$ cat src/rtl/fb_fetch_arbiter.sv
// fb_fetch_arbiter: shares one single-port frame RAM between raster-order
// display refill of the pixel FIFO and host pixel writes.
module fb_fetch_arbiter #(
  parameter int unsigned H_ACTIVE   = 640,
  parameter int unsigned V_ACTIVE   = 480,
  parameter int unsigned ADDR_W     = 19,
  parameter int unsigned DATA_W     = 24,
  parameter int unsigned FIFO_DEPTH = 16,
  parameter int unsigned LOW_WATER  = 8,
  parameter int unsigned MEM_LAT    = 2
) (
  input  logic                            clk,
  input  logic                            rst_n,
  input  logic                            frame_start,
  input  logic                            host_req,
  input  logic [ADDR_W-1:0]               host_addr,
  input  logic [DATA_W-1:0]               host_data,
  output logic                            host_gnt,
  output logic                            mem_en,
  output logic                            mem_we,
  output logic [ADDR_W-1:0]               mem_addr,
  output logic [DATA_W-1:0]               mem_wdata,
  input  logic [DATA_W-1:0]               mem_rdata,
  input  logic [$clog2(FIFO_DEPTH+1)-1:0] fifo_count,
  output logic                            fifo_wreq,
  output logic [DATA_W-1:0]               fifo_wdata,
  output logic                            busy,
  output logic                            restart_err
);

  localparam int unsigned       CNT_W     = $clog2(FIFO_DEPTH+1);
  localparam logic [ADDR_W-1:0] LAST_ADDR = ADDR_W'(H_ACTIVE*V_ACTIVE-1);
  localparam logic [CNT_W:0]    DEPTH_LVL = (CNT_W+1)'(FIFO_DEPTH);
  localparam logic [CNT_W:0]    LOW_LVL   = (CNT_W+1)'(LOW_WATER);

  typedef enum logic [1:0] {IDLE, FETCH, DRAIN} state_t;

  state_t             state_q, state_d;
  logic [ADDR_W-1:0]  rd_addr_q, rd_addr_d;
  logic [CNT_W-1:0]   pending_q, pending_d;
  logic [MEM_LAT-1:0] vpipe_q, vpipe_d;
  logic [CNT_W:0]     level;
  logic               restart, eligible, urgent, do_read, do_host;

  // Per-cycle arbitration. A restart cycle issues no display read: rd_addr is
  // being rewound, so a read decided now would fetch a stale address.
  always_comb begin
    level    = {1'b0, fifo_count} + {1'b0, pending_q};
    restart  = frame_start && (state_q != IDLE);
    eligible = (state_q == FETCH) && !frame_start && (level < DEPTH_LVL);
    urgent   = eligible && (level < LOW_LVL);
    do_read  = urgent || (eligible && !host_req);
    do_host  = host_req && !urgent;
  end

  // Next state, read pointer, outstanding-read count and valid pipe
  always_comb begin
    state_d   = state_q;
    rd_addr_d = rd_addr_q;
    pending_d = pending_q;
    vpipe_d   = '0;

    unique case (state_q)
      IDLE: begin
        if (frame_start) begin
          state_d   = FETCH;
          rd_addr_d = '0;
        end
      end
      FETCH: begin
        if (frame_start) begin
          rd_addr_d = '0;
        end else if (do_read) begin
          if (rd_addr_q == LAST_ADDR) state_d = DRAIN;
          else                        rd_addr_d = rd_addr_q + ADDR_W'(1);
        end
      end
      DRAIN: begin
        if (frame_start) begin
          state_d   = FETCH;
          rd_addr_d = '0;
        end else if (pending_q == '0) begin
          state_d = IDLE;
        end
      end
      default: state_d = IDLE;
    endcase

    if (restart)                    pending_d = '0;
    else if (do_read && !fifo_wreq) pending_d = pending_q + CNT_W'(1);
    else if (!do_read && fifo_wreq) pending_d = pending_q - CNT_W'(1);

    // Stage 0 loads when the read is on the RAM bus; the last stage lines up
    // with mem_rdata and is the FIFO push itself.
    vpipe_d[0] = mem_en && !mem_we;
    for (int unsigned i = 1; i < MEM_LAT; i++) vpipe_d[i] = vpipe_q[i-1];
    if (restart) vpipe_d = '0;
  end

  // Control state registers
  always_ff @(posedge clk or negedge rst_n) begin
    if (!rst_n) begin
      state_q   <= IDLE;
      rd_addr_q <= '0;
      pending_q <= '0;
      vpipe_q   <= '0;
    end else begin
      state_q   <= state_d;
      rd_addr_q <= rd_addr_d;
      pending_q <= pending_d;
      vpipe_q   <= vpipe_d;
    end
  end

  // Registered RAM command, host grant and sticky restart flag
  always_ff @(posedge clk or negedge rst_n) begin
    if (!rst_n) begin
      mem_en      <= 1'b0;
      mem_we      <= 1'b0;
      mem_addr    <= '0;
      mem_wdata   <= '0;
      host_gnt    <= 1'b0;
      restart_err <= 1'b0;
    end else begin
      mem_en    <= do_read || do_host;
      mem_we    <= do_host;
      mem_addr  <= do_host ? host_addr : (do_read ? rd_addr_q : '0);
      mem_wdata <= do_host ? host_data : '0;
      host_gnt  <= do_host;
      if (restart) restart_err <= 1'b1;
    end
  end

  // FIFO push side and status
  always_comb begin
    fifo_wreq  = vpipe_q[MEM_LAT-1];
    fifo_wdata = fifo_wreq ? mem_rdata : '0;
    busy       = (state_q != IDLE);
  end

endmodule

$ cat config.mk
export PLATFORM = sky130hd
export DESIGN_NAME = fb_fetch_arbiter
export DESIGN_NICKNAME = d
export VERILOG_FILES = /design/src/rtl/fb_fetch_arbiter.sv
export SDC_FILE = /design/constraint.sdc
export NUM_CORES = 1
export LEC_CHECK = 0
export ABC_AREA = 1
export CAP_MARGIN = 30
export CORE_MARGIN = 4
export CORE_UTILIZATION = 40
export CTS_CLUSTER_SIZE = 28
export DETAILED_ROUTE_END_ITERATION = 6
export GPL_TIMING_DRIVEN = 0
export PLACE_DENSITY_LB_ADDON = 0.12
export SLEW_MARGIN = 20
export SYNTH_ARGS = -nofsm -noshare
export SYNTH_HDL_FRONTEND = slang
export SYNTH_SLANG_ARGS = --single-unit
$ cat constraint.sdc
create_clock -name clk -period 6.65 [get_ports clk]
set_input_delay 1.33 -clock clk [delete_from_list [all_inputs] [get_ports clk]]
set_output_delay 1.33 -clock clk [all_outputs]
set_load 0.03 [all_outputs]
==> reports/qor.txt, run 1 <==
overall overflow remaining after global route: 0
type of the setup path with the least slack: input pin to output pin
number of nets in the synthesized netlist: 604
worst vdd rail ir drop: 0.137 mV
clock root buffer master: sky130_fd_sc_hd__clkbuf_8
netlist area before placement: 0.00400 mm²
IO Pins: 149
top library cells by usage in the layout, fill and taps aside: sky130_fd_sc_hd__nand2_1 (147), sky130_fd_sc_hd__clkdlybuf4s50_1 (146), sky130_fd_sc_hd__inv_1 (84)
total of max-cap violations: 0
CTS Hold Buffers Added: 0
Tcrit/Tclk final: 59.4%
Req. time, crit path: 5.32 ns
cell type with the largest total area after synthesis: sky130_fd_sc_hd__dfrtp_1
ratio of routed vias to standard cells: 4.66
vias after detailed routing: 3,800
layout net count: 763
count of endpoints failing hold in the final timing report: 0
number of CTS-inserted buffers: 9
Netlist cell types: 32
number of DRC violations after detailed-routing iteration 0: 203
kind of cell adding the most delay to the critical path: buffers and inverters
power density over the cells: 252 mW/mm²
accumulated negative setup slack: 0 ns
normalized max-slew margin: 66.3%
clk_lat worst skew: 0.36 ns
count of filler cells inserted in the layout: 908
most repeated library cell on the critical path: sky130_fd_sc_hd__clkdlybuf4s50_1
dpl cell area: 0.00566 mm²
DRT Wirelength: 12,800 µm
LEAKAGE: 0.00296 µW
Register-to-Register Setup Slack: 3.71 ns
crit path cell chain: clkdlybuf4s50_1 -> nand2_1 -> inv_1 -> clkdlybuf4s50_1
endpoint type of the worst setup path: output pin
number of buffers added for setup after CTS: 0
critical path data arrival time: 2.62 ns
number of enable-type register cells in the synthesized netlist: 0
Detailed Place HPWL: 10,400 µm
sinks on the clock net: 74
aggregate global-route resource usage: 22.1%
top flip-flop cell by instance count after synthesis: sky130_fd_sc_hd__dfrtp_1
outcome: complete, no violations
final weighted congestion in routability-driven placement: 0.890
core box area: 0.00977 mm²
antenna violations before repair: 0
number of buffers inserted by port buffering: 147
crit path time final: 3.95 ns
unrepaired setup endpoints after global routing: false
cell types occupying the most area after synthesis: sky130_fd_sc_hd__dfrtp_1 (46%), sky130_fd_sc_hd__nand2_1 (14%), sky130_fd_sc_hd__inv_1 (7.9%), sky130_fd_sc_hd__nor2_1 (5.3%), sky130_fd_sc_hd__nand3_1 (4.6%)
vertical extent of the die: 108 µm
largest fanout on the critical path: 1
Clk pin slew, worst setup/hold paths: 0.08 ns
Synth Area per Inst: 7.72 µm²
Chip Width: 108 µm
slew at the pin closest to its max-slew limit: 0.502 ns
pin count of the biggest net entering global routing: 52
first-pass iteration count of the detailed router: 5
number of synthesized register bits: 74
peak clock frequency supported by timing: 0.253 GHz
Initial Utilization: 40.9%
total of warnings raised by yosys: 0
type of the tightest min-delay check: flop to flop
TritonCTS clock tree: built
number of H-tree levels: 3
ant diodes: 0
maximum clock path buffer count: 2
share of the synthesized area in the top cell type: 46.3%
global-route wire length before repair: 19,700 µm
final-report max-slew violation count: 0
Final Worst Setup Slack: 2.70 ns
setup-violating endpoint count in the final report: 0
ANT nets after route: 0
PostCTS Resize Cnt: 0
number of global-route vias before repair: 3,685
fraction of final layout cells with drive strength greater than 1: 8.94%
area growth from synthesis to layout: 46.7%
post-placement setup slack: 2.43 ns
type of origin of the critical path: input pin
detailed-route DRC error count: 0
number of cells produced by synthesis: 518
proportion of synthesized chip area in sequential cells: 46.3%
post-route cell area: 0.00587 mm²
Async S/R FF share, synth: 100%
number of placement rows: 36
cell with the largest stage delay on the worst path: sky130_fd_sc_hd__clkdlybuf4s50_1
biggest cell delay along the critical path: 0.71 ns
largest clock skew in the final design: 0.0103 ns
count of buffering cells on the critical path with inverters included: 3
die area: 0.0117 mm²
routed len/inst: 15.6 µm
leading cell type in the layout, fill and taps excluded: sky130_fd_sc_hd__nand2_1
sequential cells by signal (all words and copies together) (netlist names):
name	flops
mem_addr	19
mem_en	1
mem_wdata	24
mem_we	1
pending_q	5
rd_addr_q	19
restart_err	1
state_q	2
vpipe_q	2
report_power, final:
part | leakage, µW | internal (µW) | switching [µW] | total (µW)
clock | 0.0000988 | 180 | 188 | 368
sequential | 0.000974 | 503 | 36.7 | 540
combinational | 0.00189 | 230 | 340 | 569
synthesized netlist by cell type (2+ instances only):
cell type and count:
sky130_fd_sc_hd__nor2_1 56, sky130_fd_sc_hd__nand2_4 5, sky130_fd_sc_hd__nand2_2 3, sky130_fd_sc_hd__nor3_1 18, sky130_fd_sc_hd__nand3_1 37, sky130_fd_sc_hd__xor2_1 7, sky130_fd_sc_hd__nand4_1 7, sky130_fd_sc_hd__a21oi_1 4
sky130_fd_sc_hd__nand3_2 11, sky130_fd_sc_hd__clkbuf_1 5, sky130_fd_sc_hd__nand2_1 147, sky130_fd_sc_hd__ha_1 9, sky130_fd_sc_hd__o21ai_0 17, sky130_fd_sc_hd__buf_2 6, sky130_fd_sc_hd__nor4_1 3, sky130_fd_sc_hd__nor2_4 3
sky130_fd_sc_hd__dfrtp_1 74, sky130_fd_sc_hd__nor2_2 2, sky130_fd_sc_hd__buf_4 2, sky130_fd_sc_hd__inv_1 84, sky130_fd_sc_hd__buf_6 3, sky130_fd_sc_hd__o21ai_1 2, sky130_fd_sc_hd__or2_2 2, sky130_fd_sc_hd__inv_2 3
layer usage:
layer | part of all wire (%) | global-route usage, % | vias to the layer above
met5 | 0 | 0 | -
met4 | 1.1 | 5.50 | 0
met3 | 9.5 | 6.69 | 11
met2 | 49 | 39.1 | 127
met1 | 40 | 26.2 | 1748
li1 | - | - | 1914
cells by family (layout without fill, tap and decap cells):
family,count (synthesis),after routing,synth area share (%)
flops,74,74,46.3
xor+xnor,7,7,1.53
buf+inv,105,269,11.2
compound gates,25,25,3.22
simple gates,297,297,34.4
fa+ha+maj,10,10,3.31
stage by stage:
step | std cells | utilization [%] | hold WS (ns) | power [µW]
after floorplan | 518 | - | 0.448 | 889
after global placement | 798 | 57.7 | 0.463 | 1110
after detailed placement | 799 | 57.9 | 0.468 | 1120
after CTS | 815 | 60.1 | 0.481 | 1490
after global routing | 815 | 60.1 | 0.511 | 1570
final | 815 | 60.1 | 0.479 | 1480
worst reg2reg max path: cells and delay by family, from the launching register on:
family	cells	cell delay, ns
simple gates	12	1.21
fa+ha+maj	2	0.78
flops	1	0.44
compound gates	2	0.40
buf+inv	1	0.06
cell type report:
class                           count  area, µm²  area share [%]
Multi-Input combinational cell    339       1700            29.0
Sequential cell                    74       1850            31.5
Inverter                           88        332            5.65
Timing Repair Buffer              148       1500            25.5
Tap cell                          133        166            2.83
Clock inverter                      7       82.6            1.41
Buffer                             17        118            2.00
Clock buffer                        9        124            2.11
final timing paths:
kind | start | end | depth (start not counted)
max in group asynchronous | rst_n | rd_addr_q[0] | 2
min in group asynchronous | rst_n | mem_wdata[4] | 1
hold / removal | mem_we | vpipe_q[0] | 1
hold reg to reg | mem_we | vpipe_q[0] | 1
setup / recovery | mem_rdata[11] | fifo_wdata[11] | 4
setup reg to reg | pending_q[2] | pending_q[4] | 17
No activity file was read; power rests on OpenSTA's default activity.
==> run 2: changes to the inputs <==
- clock period: 6.65 -> 4.1 ns (I/O delays scaled with it)
==> results of run 2 <==
The final DEF is identical to that of run 1. Status: complete, no violations.
Among the figures that moved: setup slack after placement 2.43 ns -> 0.390 ns; clock-pin slew on the worst setup and hold paths 0.08 ns -> 0.09 ns; setup slack after layout 2.70 ns -> 0.736 ns; hold slack 0.479 ns -> 0.355 ns; start point of the critical path mem_rdata[11] -> fifo_count[2]; end point of the critical path fifo_wdata[11] -> pending_q[4]; register-to-register setup slack 3.71 ns -> 1.16 ns; total power 1480 µW -> 2400 µW; worst IR drop on VDD 0.137 mV -> 0.222 mV
==> RTL edit: new RTL, flow settings as in run 2 <==
Re-encode `state_t` (3 states) as one-hot, 3 bits wide.
--- a/src/rtl/fb_fetch_arbiter.sv
+++ b/src/rtl/fb_fetch_arbiter.sv
@@ -33,7 +33,7 @@
   localparam logic [CNT_W:0]    DEPTH_LVL = (CNT_W+1)'(FIFO_DEPTH);
   localparam logic [CNT_W:0]    LOW_LVL   = (CNT_W+1)'(LOW_WATER);
 
-  typedef enum logic [1:0] {IDLE, FETCH, DRAIN} state_t;
+  typedef enum logic [2:0] {IDLE = 3'b001, FETCH = 3'b010, DRAIN = 3'b100} state_t;
 
   state_t             state_q, state_d;
   logic [ADDR_W-1:0]  rd_addr_q, rd_addr_d;
Behaviour: no difference found for any inputs over 10 cycles, from zero or initial values and one cycle with rst_n low; not proved beyond that.
==> RTL edit against run 2 <==
  * Count of clock-buffer cells in the layout did not move
  * Die area rose by 0.23%
  * Power rose by 5.5%
  * Area after synthesis rose by 0.25%
  * Clock power fell by 6.9%
  * Design area rose by 0.13%
  * Sequential cell count rose by 1
  * Routed wire length fell by 2.4%
  * Worst setup slack got worse by 0.12 ns
  * Largest cell class unchanged
==> RTL edit: results (changes against run 2) <==
[synthesis]
synth.avg_cell_area_um2 = 7.583  ; was 7.725 µm²
seq_area_frac_synth_pct = 46.82  ; was 46.28%
yosysUniqueCellTypes = 34  ; was 32
syn_nets = 615  ; was 604

[routing]
wl_met1_mm = 5.383  ; was 5.104 mm
wl_met3_mm = 1.106  ; was 1.207 mm
drt-initial-drc-count = 276  ; was 203
routed.top_layer = met4  ; unchanged
post_drt_via_cell_ratio = 4.781  ; was 4.663
wirelength_mm = 12.45  ; was 12.75 mm

[global_route]
grt.total_usage_pct = 21.83  ; was 22.10%
grt_util_met3_pct = 5.254  ; was 6.687%
grt_use_met1_pct = 29.24  ; was 26.24%
grt_pass1_vias = 3801  ; was 3685
globalRouteMet2Util_pct = 35.44  ; was 39.12%

[placement]
io_buffers = 148  ; was 147
numPlacedInstances = 811  ; was 799
hpwl_mm = 9.967  ; was 10.36 mm
pre_cts_slack_ns = 0.2382  ; was 0.3903 ns

[run_status]
status = finished clean  ; unchanged

[setup_path]
critPathArrivalTime_ns = 3.74  ; was 3.66 ns
r2r_cells = 15  ; was 17
ff2ff_setup_slack_ns = 1.03  ; was 1.16 ns
cp_max_fo = 10  ; was 9

[power_and_ir_drop]
powerSeq_uw = 883  ; was 876 µW
switching_share_pct = 42.11  ; was 38.20%
clockPowerShare_pct = 22.0  ; was 24.9%
p_int_mw = 1.463  ; was 1.481 mW

[timing]
worst_hold_slack_ns = 0.3310  ; was 0.3553 ns
clock_skew_ns = 0.01048  ; was 0.01032 ns
fmax_mhz = 287.2  ; was 297.3 MHz

[layout]
drive_gt1_share_pct = 7.061  ; was 8.944%
n_antenna_cell = 0  ; unchanged
nNetsFinal = 775  ; was 763

[clock_network]
numCtsBuffers = 9  ; unchanged

-- RTL edit: cell count changes in the layout (fill, tap and decap cells not counted), moves of 2 or more --
| cell | change |
|---|---|
| nand3_1 | +16 |
| nand3_2 | -10 |
| buf_2 | -3 |
| nand2_2 | +3 |
| nor3_1 | -3 |
| clkinv_4 | +2 |
| nand2_4 | -2 |
| o21ai_0 | +2 |
-- RTL edit: logic make-up after synthesis --
group / Yosys count / share of synthesized area, %
simple gates: 305 / 33.97
buf+inv: 104 / 10.76
flops: 75 / 46.82
compound gates: 28 / 3.618
fa+ha+maj: 10 / 3.306
xor+xnor: 7 / 1.528
-- RTL edit: area by class of cell --
type | instances | area [µm²]
Fill cell | 899 | 3896
Sequential cell | 75 | 1878
Multi-Input combinational cell | 350 | 1702
Timing Repair Buffer | 149 | 1506
Inverter | 89 | 334.1
Tap cell | 133 | 166.4
Clock buffer | 9 | 123.9
Buffer | 15 | 97.59
Clock inverter | 7 | 70.07
